**config.mk**
```make
export PLATFORM = sky130hd
export DESIGN_NAME = cache_refill
export DESIGN_NICKNAME = d
export VERILOG_FILES = /design/src/rtl/cache_pkg.sv /design/src/rtl/cache_refill_seq.sv /design/src/rtl/cache_refill.sv
export SDC_FILE = /design/constraint.sdc
export NUM_CORES = 1
export LEC_CHECK = 0
export BUFFER_PORTS_ARGS = -buffer_cell sky130_fd_sc_hd__buf_2
export CAP_MARGIN = 20
export CORE_MARGIN = 3
export CORE_UTILIZATION = 44
export CTS_BUF_LIST = sky130_fd_sc_hd__clkbuf_16
export DETAILED_ROUTE_END_ITERATION = 8
export PLACE_DENSITY = 0.88
export SYNTH_ARGS = -nofsm -noshare
export SYNTH_HDL_FRONTEND = slang
export SYNTH_SLANG_ARGS = --single-unit
```
**constraint.sdc**
```tcl
create_clock -name i_clk -period 2.4 [get_ports i_clk]
set_input_delay 0.36 -clock i_clk [delete_from_list [all_inputs] [get_ports i_clk]]
set_output_delay 0.36 -clock i_clk [all_outputs]
set_load 0.02 [all_outputs]
```
**src/rtl/cache_pkg.sv**
```systemverilog
`default_nettype none
// ============================================================================
//  Module      : cache_pkg
//  Description : Shared types and constants for the cache line-fill engine.
//  Revision    : 1.0  initial release
// ============================================================================
package cache_pkg;

    // Refill engine states
    typedef enum logic [1:0] {
        IDLE    = 2'd0,
        FETCH   = 2'd1,
        LAST_WR = 2'd2,
        DONE    = 2'd3
    } refill_state_e;

    // Default group size and its beat-index width
    localparam int GROUP_WORDS_DEF = 4;
    localparam int GROUP_W         = $clog2(GROUP_WORDS_DEF);

    // Cache slot address layout: {block, word}
    localparam int SLOT_ADDR_W  = 8;
    localparam int SLOT_BLOCK_W = 3;
    localparam int SLOT_WORD_W  = 5;

endpackage : cache_pkg
`default_nettype wire

```
**src/rtl/cache_refill_seq.sv**
```systemverilog
`default_nettype none
// ============================================================================
//  Module      : cache_refill_seq
//  Description : Beat counter and beat-order generator for one group refill.
//                Produces the current beat index (start + count, wrapping
//                within the group) and a flag marking the final beat.
//                Macro CACHE_REFILL_CRITICAL_FIRST_EN: start at the missed
//                word instead of word 0.
//  Revision    : 1.0  initial release
// ============================================================================
module cache_refill_seq #(
    parameter int GROUP_WORDS = 4
) (
    input  logic                           i_clk,
    input  logic                           i_reset,
    input  logic                           i_srst,
    input  logic                           i_load,
    input  logic [$clog2(GROUP_WORDS)-1:0] i_start_word,
    input  logic                           i_advance,
    output logic [$clog2(GROUP_WORDS)-1:0] o_beat_idx,
    output logic                           o_last
);

    localparam int BEAT_W = $clog2(GROUP_WORDS);
    localparam logic [BEAT_W-1:0] LAST_CNT = BEAT_W'(GROUP_WORDS - 1);

`ifdef CACHE_REFILL_CRITICAL_FIRST_EN
    localparam logic CRIT_FIRST = 1'b1;
`else
    localparam logic CRIT_FIRST = 1'b0;
`endif

    logic [BEAT_W-1:0] start_q;
    logic [BEAT_W-1:0] cnt_q;
    logic [BEAT_W-1:0] w_start;

    assign w_start = CRIT_FIRST ? i_start_word : '0;

    // Latch the starting word on a new refill, count acknowledged beats
    always_ff @(posedge i_clk or posedge i_reset) begin
        if (i_reset) begin
            start_q <= '0;
            cnt_q   <= '0;
        end else if (i_srst) begin
            start_q <= '0;
            cnt_q   <= '0;
        end else if (i_load) begin
            start_q <= w_start;
            cnt_q   <= '0;
        end else if (i_advance) begin
            cnt_q   <= cnt_q + BEAT_W'(1);
        end
    end

    // Power-of-two group: natural overflow wraps inside the group
    assign o_beat_idx = start_q + cnt_q;
    assign o_last     = (cnt_q == LAST_CNT);

endmodule : cache_refill_seq
`default_nettype wire

```
**src/rtl/cache_refill.sv**
```systemverilog
`default_nettype none
// ============================================================================
//  Module      : cache_refill
//  Description : Line-fill engine. Accepts a miss, fetches one group of
//                GROUP_WORDS words over a req/ack memory interface, writes
//                each word to the cache data RAM and pulses o_wr_ready once
//                the group is complete.
//                Macro CACHE_REFILL_CRITICAL_FIRST_EN: fetch the missed word
//                first, then wrap ascending within the group.
//  Revision    : 1.0  initial release
// ============================================================================
module cache_refill
    import cache_pkg::*;
#(
    parameter int DATA_W      = 32,
    parameter int ADDR_W      = 30,
    parameter int GROUP_WORDS = GROUP_WORDS_DEF
) (
    input  logic                   i_clk,
    input  logic                   i_reset,
    input  logic                   i_srst,
    input  logic                   i_miss,
    input  logic [SLOT_ADDR_W-1:0] i_load_addr,
    input  logic [ADDR_W-1:0]      i_miss_addr,
    output logic                   o_busy,
    output logic                   o_mem_req,
    output logic [ADDR_W-1:0]      o_mem_addr,
    input  logic                   i_mem_ack,
    input  logic [DATA_W-1:0]      i_mem_rdata,
    output logic                   o_cache_we,
    output logic [SLOT_ADDR_W-1:0] o_cache_addr,
    output logic [DATA_W-1:0]      o_cache_wdata,
    output logic                   o_wr_ready
);

    localparam int BEAT_W      = $clog2(GROUP_WORDS);
    localparam int SLOT_BASE_W = SLOT_ADDR_W - BEAT_W;
    localparam int MEM_BASE_W  = ADDR_W - BEAT_W;

    refill_state_e          state_q;
    refill_state_e          state_d;

    logic [MEM_BASE_W-1:0]  mem_base_q;
    logic [SLOT_BASE_W-1:0] slot_base_q;
    logic                   wr_en_q;
    logic [BEAT_W-1:0]      wr_idx_q;
    logic [DATA_W-1:0]      wdata_q;

    logic                   w_load;
    logic                   w_beat_ack;
    logic [BEAT_W-1:0]      w_beat_idx;
    logic                   w_last_beat;
    logic                   w_unused_load_lo;

    // Word bits of the slot address are replaced by the beat index
    assign w_unused_load_lo = ^i_load_addr[BEAT_W-1:0];

    // Miss accepted only in IDLE; ack counts only while requesting
    assign w_load     = (state_q == IDLE) && i_miss;
    assign w_beat_ack = (state_q == FETCH) && i_mem_ack;

    cache_refill_seq #(
        .GROUP_WORDS (GROUP_WORDS)
    ) u_seq (
        .i_clk        (i_clk),
        .i_reset      (i_reset),
        .i_srst       (i_srst),
        .i_load       (w_load),
        .i_start_word (i_miss_addr[BEAT_W-1:0]),
        .i_advance    (w_beat_ack),
        .o_beat_idx   (w_beat_idx),
        .o_last       (w_last_beat)
    );

    // State register
    always_ff @(posedge i_clk or posedge i_reset) begin
        if (i_reset) begin
            state_q <= IDLE;
        end else if (i_srst) begin
            state_q <= IDLE;
        end else begin
            state_q <= state_d;
        end
    end

    // Next-state and status/handshake outputs
    always_comb begin
        state_d    = state_q;
        o_busy     = 1'b0;
        o_mem_req  = 1'b0;
        o_wr_ready = 1'b0;
        case (state_q)
            IDLE: begin
                if (i_miss) begin
                    state_d = FETCH;
                end
            end
            FETCH: begin
                o_busy    = 1'b1;
                o_mem_req = 1'b1;
                if (i_mem_ack && w_last_beat) begin
                    state_d = LAST_WR;
                end
            end
            LAST_WR: begin
                o_busy  = 1'b1;
                state_d = DONE;
            end
            DONE: begin
                o_busy     = 1'b1;
                o_wr_ready = 1'b1;
                state_d    = IDLE;
            end
            default: begin
                state_d = IDLE;
            end
        endcase
    end

    // Group bases captured at accept; each acked beat queued for a RAM write
    always_ff @(posedge i_clk or posedge i_reset) begin
        if (i_reset) begin
            mem_base_q  <= '0;
            slot_base_q <= '0;
            wr_en_q     <= 1'b0;
            wr_idx_q    <= '0;
            wdata_q     <= '0;
        end else if (i_srst) begin
            mem_base_q  <= '0;
            slot_base_q <= '0;
            wr_en_q     <= 1'b0;
            wr_idx_q    <= '0;
            wdata_q     <= '0;
        end else begin
            if (w_load) begin
                mem_base_q  <= i_miss_addr[ADDR_W-1:BEAT_W];
                slot_base_q <= i_load_addr[SLOT_ADDR_W-1:BEAT_W];
            end
            wr_en_q <= w_beat_ack;
            if (w_beat_ack) begin
                wr_idx_q <= w_beat_idx;
                wdata_q  <= i_mem_rdata;
            end
        end
    end

    assign o_mem_addr    = {mem_base_q, w_beat_idx};
    assign o_cache_we    = wr_en_q;
    assign o_cache_addr  = {slot_base_q, wr_idx_q};
    assign o_cache_wdata = wdata_q;

endmodule : cache_refill
`default_nettype wire
```
# ---- After elaboration in Yosys (flattened, before gate mapping)
# Index checks and enable logic that the tools add are counted.
dict set report word_totals {
  ff_bits 75
  in_bits 75
}
dict set report classes {
  n_addsub 2
  eq_ne 6
  mux 21
  n_reduce_logical 9
}
# cell count
set op_table {}
lappend op_table {{32-bit 2-to-1 mux} 2}
lappend op_table {{28-bit 2-to-1 mux} 2}
lappend op_table {{2-bit 2-to-1 mux} 10}
lappend op_table {{6-bit 2-to-1 mux} 2}
lappend op_table {{2-bit one-hot mux with 4 select lines} 1}
lappend op_table {{2-bit equality test, second input constant} 3}
lappend op_table {{1-bit 2-to-1 mux} 4}
lappend op_table {{2-bit nonzero test} 2}
lappend op_table {{1-bit logical AND} 3}
lappend op_table {{3-bit by 2-bit != test with 1-bit output, second input constant} 1}
lappend op_table {{3-bit != test, second input constant} 1}
lappend op_table {{3-bit nonzero test} 1}
lappend op_table {{3-bit OR reduction} 1}
lappend op_table {{2-bit by 1-bit adder with 2-bit output, second input constant} 1}
lappend op_table {{2-bit adder} 1}
lappend op_table {{2-bit by 1-bit equality test with 1-bit output, second input constant} 1}
lappend op_table {{2-bit logical NOT} 1}
lappend op_table {{2-bit AND reduction} 1}

# ---- Logic depth before layout (Yosys ltp)
# Gate-level depths: netlist of run 1.
dict set report depth {
  word_depth 5
  ltp_mapped 6
  depth_no_buf 5
}

# ---- Cells and area by module
# From an unflattened synthesis of run 1, not the netlist that was laid out.
dict set report unflattened {
  hier_cells 327
  area_unflattened_um2 3012.9
}
# mod instances cells_each area_per_inst_um2 seq_area_each_um2
set modules_own_cells {}
lappend modules_own_cells {cache_refill 1 319 2907.8 1776.7}
lappend modules_own_cells {cache_refill_seq 1 8 105.1 50.0}

# ---- Worst setup path before layout of run 1
# No wires, ideal clock.
dict set report synth_path {
  path_kind {register -> register}
  from {register state_q[1]}
  to {register wdata_q[3], in the netlist o_cache_wdata[3]}
  setup_time_ns 0.121
  arrival_ns 1.387
  slack_ns 0.891
  stages_incl_launch_ff 6
  path_buffers 1
  path_cell_list {dfrtp_1 -> inv_1 -> ha_1 -> a21oi_4 -> buf_2 -> a22o_2}
}
dict set report synth_via {
  elab_chain_len 3
}
# item line
set synth_rtl {}
lappend synth_rtl {{start: declaration} cache_refill.sv:40} ;# refill_state_e state_q;
lappend synth_rtl {{start signal: assignment} cache_refill.sv:82} ;# state_q <= state_d;
lappend synth_rtl {{2-bit by 1-bit equality test with 1-bit output} cache_refill.sv:60} ;# assign w_beat_ack = (state_q == FETCH) && i_mem_ack;
lappend synth_rtl {{1-bit logical AND} cache_refill.sv:60}
lappend synth_rtl {{2-bit nonzero test (no line)} --}
lappend synth_rtl {{end signal: assignment} cache_refill.sv:142} ;# wdata_q <= i_mem_rdata;
lappend synth_rtl {{end: declaration} cache_refill.sv:47} ;# logic [DATA_W-1:0] wdata_q;
# Every way passes these cells.
# A chain may end at the register's enable or synchronous reset.

# ---- Final worst setup path of run 1
dict set report layout_path {
  from {register state_q[1]}
  to {register wdata_q[6], in the netlist o_cache_wdata[6]}
}
# The elaborated chain is that of the path after synthesis.

==> metrics.md, run 1 <==
| Metric | Value |
|---|---|
| Routed len/inst | 15.7 microns |
| Setup tns final | 0 ns |
| Crit Reg-Reg Startpoint | state_q[1] |
| Initial DRC count | 56 |
| Syn Area/Cell | 15.2 sq um |
| Initial Util | 0.463 |
| # Post-CTS Setup Buffers | 0 |
| Final ANT Viol Nets | 0 |
| Setup slack after layout | 0.564 ns |
| Core Area | 0.00603 sq mm |
| I/O pin total | 149 |
| Root Driver | clkbuf_16 |
| Fraction of layout cells with a size suffix above 1 | 0.521 |
| Cell Area, Synth | 0.00279 sq mm |
| CP Class | flop to flop |
| Final max-slew violation count | 0 |
| WL final | 6400 microns |
| Cts bufs inserted | 9 |
| Setup violations, final | 0 |
| Hpwl dp | 4540 microns |
| GRT met2 Usage | 0.294 |
| Die area | 0.00733 sq mm |
| Via density | 5.22 |
| Endpoint class of the critical path | flop |
| Cells after DPL | 391 |
| PD cells | 1020 mW/mm^2 |
| GRT met3 Usage | 0.0451 |
| GR Util met1 | 0.231 |
| Final hold vios | 0 |
| Post-route minimum period | 1.84 ns |
| Yosys warns | 0 |
| Synth Register Bits | 73 |
| CP Data Arrival Time | 2.09 ns |
| Sequential cell area | 0.00183 sq mm |
| Filler cell count | 478 |
| Pre-CTS setup slack | 0.572 ns |
| Power Total | 3.86 mW |
| Clock latency on the worst-skew pair | 0.31 ns |
| PortBufs | 144 |
| Setup Skew | 0.00532 ns |
| Clock-pin transition on the worst setup and hold timing paths | 0.06 ns |
| Clock Path Buffers | 2 |
| Largest net degree at the start of global routing | 40 |
| First-pass GRT wire length | 10500 microns |
| Worst Path Max Fanout | 34 |
| Global route overflow | 0 |
| Footprint of the multi-input gates | 828 sq um |
| Non-filler cells, final | 407 |
| Cells after Synth | 183 |
| Peak VDD IR | 0.000592 V |
| Total of max-cap violations | 0 |
| Leakage Power | 2.16 nW |
| Total track usage | 0.179 |
| H-Tree Level Count | 3 |
| RSZ-0062 raised after global routing | no |
| Remaining routing DRC violations | 0 |
| Cts-stage hold buffer count | 0 |
| Via count | 2125 |
| Slew HR | 0.415 |
| Post-layout util | 0.628 |
| Initial antenna violation count | 0 |
| Area delta synth->final | 35.7% |
| Setup crit start | state_q[1] |
| Final nets | 407 |
| R2R Setup Slk | 0.56 ns |
| CTS resizes | 0 |
| Die Ht | 85.6 microns |
| R2R depth | 4 |
| Worst EP required | 2.65 ns |
| Run status | finished, final reports clean |
| Type of the tightest min-delay check | input port to asynchronous set/reset pin |
| Actual slew at the worst max-slew pin | 0.876 ns |
| DRT Pass-1 Iters | 4 |
| Die width | 85.6 microns |
| Synth unique cells | 23 |
| R2r endpoint | o_cache_wdata[6] |
| Diode count | 0 |
| Worst Setup Start Kind | flop |
| Row cnt | 28 |
| Sink Count | 73 |
| CTS tree | done |
| Syn nets | 263 |
| Vias in the first global route | 2194 |
| Max frequency | 545 MHz |
| Gr busiest metal | met2 |
| Final period util | 0.765 |
| Seq/Total Area, Yosys | 0.655 |
| Final GP Congestion | 0.733 |
-- cell type report --
type | instances | share of cell area
flip-flops and latches | 73 | 0.483
clock buffers | 9 | 0.0595
repair buffers | 146 | 0.198
multi-input cells | 93 | 0.219
clock inverters | 7 | 0.0126
inverters | 4 | 0.00397
well taps | 75 | 0.0248
-- worst max-delay path by stage --
stage	to	slack, ns
detailed placement	o_cache_wdata[6]	0.57
global placement	o_cache_wdata[6]	0.66
finish	o_cache_wdata[6]	0.56
CTS	o_cache_wdata[13]	0.55
floorplan	mem_base_q[0]	0.19
global route	o_cache_wdata[16]	0.39
-- cell usage after synthesis --
library cell	count	area, sq um
a21boi_2	1	11.3
a21oi_1	1	5.00
a21oi_4	2	32.5
a22o_1	64	561
a22o_2	4	40.0
and2_1	1	6.26
buf_2	2	10.0
buf_4	4	30.0
buf_6	7	78.8
dfrtp_1	73	1830
ha_1	5	62.6
inv_1	4	15.0
mux2_1	1	11.3
mux2i_1	1	10.0
nand2_1	3	11.3
nand2_2	1	6.26
nand2b_1	2	12.5
nand3_1	1	5.00
nor2_1	2	7.51
nor2_4	1	11.3
nor2_8	1	20.0
nor2b_1	1	6.26
xnor2_1	1	8.76
-- metal layers --
metal | up-vias | wire length (microns)
li1 | 980 | -
met1 | 1039 | 2690
met2 | 100 | 3120
met3 | 6 | 522
met4 | 0 | 64
met5 | - | 0
-- sequential cells by signal (all words and copies together) (netlist names) --
signal         count
mem_base_q        28
o_cache_wdata     32
o_cache_we         1
slot_base_q        6
state_q            2
u_seq.cnt_q        2
wr_idx_q           2
-- cells in the final DEF (no fill, tap or decap), drive strengths merged, types with 3 or more instances in the layout --
master,Yosys,final
clkbuf,0,9
nor2,4,4
nand2,4,4
dfrtp,73,73
ha,5,5
a22o,68,68
clkinv,0,5
inv,4,4
buf,13,146
a21oi,3,3
-- kinds of logic after synthesis --
family,count (synthesis),share of synthesized area
and+or+nand+nor,13,0.0310
AOI/OAI and AO/OA,72,0.233
buffers and inverters,17,0.0480
adders and majority gates,5,0.0224
muxes,2,0.00763
xor gates and xnor gates,1,0.00314
DFF,73,0.655
-- worst max-delay path, cell delays in order (launching register included) --
cell	delay (ns)
dfrtp_1	0.38
inv_1	0.10
ha_1	0.28
a21oi_4	0.73
a22o_2	0.28
-- per-stage QoR --
step | instance area, sq um | hold WS [ns]
after CTS | 3780 | 0.183
final | 3780 | 0.155
after floorplan | 2790 | 0.493
after global placement | 3510 | 0.485
after global routing | 3780 | 0.212
after detailed placement | 3510 | 0.485
-- where the power goes --
group / switching (mW) / total (mW) / internal (mW)
clock network: 0.486 / 1.18 / 0.696
registers: 0.128 / 1.58 / 1.45
logic: 0.691 / 1.10 / 0.412
No activity file was read; power rests on OpenSTA's default activity.
==> inputs of run 2 (changes only) <==
--- a/config.mk
+++ b/config.mk
@@ -5,13 +5,14 @@
 export SDC_FILE = /design/constraint.sdc
 export NUM_CORES = 1
 export LEC_CHECK = 0
+export ABC_AREA = 1
 export BUFFER_PORTS_ARGS = -buffer_cell sky130_fd_sc_hd__buf_2
 export CAP_MARGIN = 20
 export CORE_MARGIN = 3
-export CORE_UTILIZATION = 44
+export CORE_UTILIZATION = 43
 export CTS_BUF_LIST = sky130_fd_sc_hd__clkbuf_16
 export DETAILED_ROUTE_END_ITERATION = 8
-export PLACE_DENSITY = 0.88
+export PLACE_DENSITY = 0.85
 export SYNTH_ARGS = -nofsm -noshare
 export SYNTH_HDL_FRONTEND = slang
 export SYNTH_SLANG_ARGS = --single-unit
==> constraint.sdc (replaced) <==
create_clock -name i_clk -period 1.6 [get_ports i_clk]
set_input_delay 0.24 -clock i_clk [delete_from_list [all_inputs] [get_ports i_clk]]
set_output_delay 0.24 -clock i_clk [all_outputs]
set_load 0.02 [all_outputs]
==> metrics.md, run 2 <==
| Metric | Value |
|---|---|
| Setup Skew | 0.00595 ns (was 0.00532 ns) |
| Clock latency on the worst-skew pair | 0.32 ns (was 0.31 ns) |
| WL final | 8070 microns (was 6400 microns) |
| Cells after Synth | 334 (was 183) |
| EDFF count, synth | 0 (unchanged) |
| Global route overflow | 0 (unchanged) |
| Total track usage | 0.178 (was 0.179) |
| Flop pwr share | 0.389 (was 0.408) |
| Total of max-cap violations | 0 (unchanged) |
| Synth Register Bits | 73 (unchanged) |
| Remaining routing DRC violations | 0 (unchanged) |
| RSZ-0062 raised after global routing | no (unchanged) |
| Initial DRC count | 62 (was 56) |
| Run status | finished, final reports clean (unchanged) |
| Most used DFF post-synth | dfrtp_1 (unchanged) |
| Int Power | 3.86 mW (was 2.56 mW) |
| I/O pin total | 149 (unchanged) |
| Row cnt | 32 (was 28) |
| Die Ht | 95.8 microns (was 85.6 microns) |
| Die area | 0.00918 sq mm (was 0.00733 sq mm) |
| Sink Count | 73 (unchanged) |
| Psw | 2.13 mW (was 1.30 mW) |
| Slew HR | 0.741 (was 0.415) |
| Ranking of synthesized cells by area | dfrtp_1 (53%), nand3_1 (10%), nand2_4 (10%) (was dfrtp_1 (66%), a22o_1 (20%), buf_6 (2.8%)) |
| Diode count | 0 (unchanged) |
| Final max-slew violation count | 0 (unchanged) |
| PortBufs | 144 (unchanged) |
| Syn nets | 414 (was 263) |
| Post-route minimum period | 1.47 ns |
| Initial Util | 0.447 (was 0.463) |
| Peak VDD IR | 0.000577 V (was 0.000592 V) |
| Final period util | 0.922 |
| Non-filler cells, final | 583 (was 407) |
| Most common cell in the netlist | dfrtp_1 (unchanged) |
| Type of the tightest min-delay check | input port to asynchronous set/reset pin (unchanged) |
| Dominant cell type by area after synthesis | dfrtp_1 (unchanged) |
| Clock-pin transition on the worst setup and hold timing paths | 0.06 ns (about the same) |
| Routed len/inst | 13.8 microns (was 15.7 microns) |
| Cells after DPL | 571 (was 391) |
| Root Driver | clkbuf_16 (unchanged) |
| Setup violations, final | 0 (unchanged) |
| Cts bufs inserted | 9 (unchanged) |
| Most common cell after layout, fill and taps aside | buf_2 (unchanged) |
| Largest net degree at the start of global routing | 74 (was 40) |
| Cell Area, Synth | 0.00347 sq mm (was 0.00279 sq mm) |
| Largest register FFs | 32 (unchanged) |
| Endpoint class of the critical path | primary output (was flop) |
| Commonest non-fill, non-tap cells in the layout | buf_2 (144), dfrtp_1 (73), nand3_1 (70) (was buf_2 (144), dfrtp_1 (73), a22o_1 (64)) |
| Async S/R FF share, synth | 1.00 (unchanged) |
| Synth unique cells | 20 (was 23) |
| H-Tree Level Count | 3 (unchanged) |
| Clock network fraction of total power | 0.278 (was 0.306) |
| Clock Path Buffers | 2 (unchanged) |
| Die width | 95.8 microns (was 85.6 microns) |
| Via count | 2818 (was 2125) |
| Setup tns final | 0 ns (unchanged) |
| Initial antenna violation count | 0 (unchanged) |
| Core Area | 0.00777 sq mm (was 0.00603 sq mm) |
| Combinational share of power | 0.333 (was 0.286) |
| Worst Path Max Fanout | 3 (was 34) |
| Commonest cells in the netlist | dfrtp_1 (73), nand3_1 (70), nand2_4 (31), inv_1 (30) (was dfrtp_1 (73), a22o_1 (64), buf_6 (7), ha_1 (5)) |
| Actual slew at the worst max-slew pin | 0.389 ns (was 0.876 ns) |
| Area delta synth->final | 31.8% (was 35.7%) |
| Seq/Total Area, Yosys | 0.527 (was 0.655) |
| Final hold vios | 0 (unchanged) |
| CTS tree | done (unchanged) |
| First-pass GRT wire length | 12800 microns (was 10500 microns) |
| Max frequency | 678 MHz |
| Hpwl dp | 5790 microns (was 4540 microns) |
| Yosys warns | 0 (unchanged) |
| DRT Pass-1 Iters | 4 (unchanged) |
| Syn Area/Cell | 10.4 sq um (was 15.2 sq um) |
| Switching Fraction | 0.356 (was 0.338) |
| Worst EP required | 1.36 ns (was 2.65 ns) |
| Cts-stage hold buffer count | 0 (unchanged) |
| Final ANT Viol Nets | 0 (unchanged) |
| Final GP Congestion | 0.667 (was 0.733) |
| Vias in the first global route | 2768 (was 2194) |
| PD cells | 1310 mW/mm^2 (was 1020 mW/mm^2) |
| CP Class | flop to primary output (was flop to flop) |
| Worst Setup Start Kind | flop (unchanged) |
| CP Data Arrival Time | 1.23 ns (was 2.09 ns) |
| Top cell type's share of synthesized area | 0.527 (was 0.655) |
| Via density | 4.83 (was 5.22) |
| Final nets | 560 (was 407) |
| Leakage Power | 2.76 nW (was 2.16 nW) |
| Fraction of layout cells with a size suffix above 1 | 0.522 (was 0.521) |
[run 2: changes by cell type in the layout (fill, tap and decap cells not counted), moves of 3 or more]
cell     change
buf_4        +3
inv_1       +26
a21oi_1     +10
nand2_1     +26
a22o_2       -4
o21ai_2     +19
nand3_1     +69
nand2_4     +31
nand2_2     +28
buf_12       +6
a22o_1      -64
nor2_1       +3
o21ai_1      +6
[run 2: area by class of cell]
cell class	count	area, sq um
Fill cell	676	3190
Timing Repair Buffer	155	891
Clock inverter	3	12.5
Clock buffer	9	225
Tap cell	102	128
Multi-Input combinational cell	208	1350
Inverter	33	140
Sequential cell	73	1830
[run 2: worst max-delay path: stages (launching register included)]
cell and delay [ns]:
dfrtp_1 0.39, inv_1 0.11, ha_2 0.23, buf_2 0.18
[run 2: stage by stage]
step | worst slack, ns | power (mW) | util | area [sq um] | hold WS, ns
after floorplan | 0.124 | 3.64 | - | 3470 | 0.338
after global placement | 0.174 | 4.31 | 0.558 | 4330 | 0.375
after detailed placement | 0.107 | 4.38 | 0.558 | 4330 | 0.383
after CTS | 0.0639 | 6.07 | 0.588 | 4570 | 0.0427
after global routing | 0.0247 | 6.33 | 0.589 | 4570 | 0.0609
final | 0.125 | 5.99 | 0.589 | 4570 | 0.0362
[run 2: repair_timing]
item                                    in CTS  in global routing
hold endpoints to repair                     0                  0
setup buffers                                0                  0
resized for setup                            0                  1
endpoints found under the setup margin       0                 13
[run 2: cells by family after synthesis]
| family | synth area share |
|---|---|
| buffers and inverters | 0.0851 |
| adder cells (fa/ha/maj) | 0.0180 |
| AO/OA/AOI/OAI | 0.0725 |
| flip-flops | 0.527 |
| AND/OR/NAND/NOR | 0.298 |
[run 2: final timing paths]
check,startpoint,endpoint,slack (ns),depth (start not counted)
setup / recovery,state_q[1],o_mem_req,0.13,3
hold / removal,i_reset,o_cache_wdata[23],0.04,3
setup reg to reg,state_q[1],o_cache_wdata[24],0.15,9
hold reg to reg,o_cache_wdata[30],o_cache_wdata[30],0.51,2
max in group asynchronous,i_reset,mem_base_q[26],1.26,3
min in group i_clk,i_mem_rdata[4],o_cache_wdata[4],0.13,3
[run 2: power by group through the flow]
stage | registers [mW] | logic (mW) | clock network, mW
after detailed placement | 2.36 | 2.02 | 0
after floorplan | 2.72 | 0.927 | 0
final | 2.33 | 1.99 | 1.66
after CTS | 2.33 | 2.03 | 1.71
after global routing | 2.37 | 2.18 | 1.77
after global placement | 2.35 | 1.96 | 0
[run 2: metal layers]
layer	routed length, microns	vias to the layer above	global-route usage
met4	87	0	0.0616
met5	0	-	0
li1	-	1364	-
met1	3370	1337	0.220
met2	4000	108	0.302
met3	607	9	0.0430
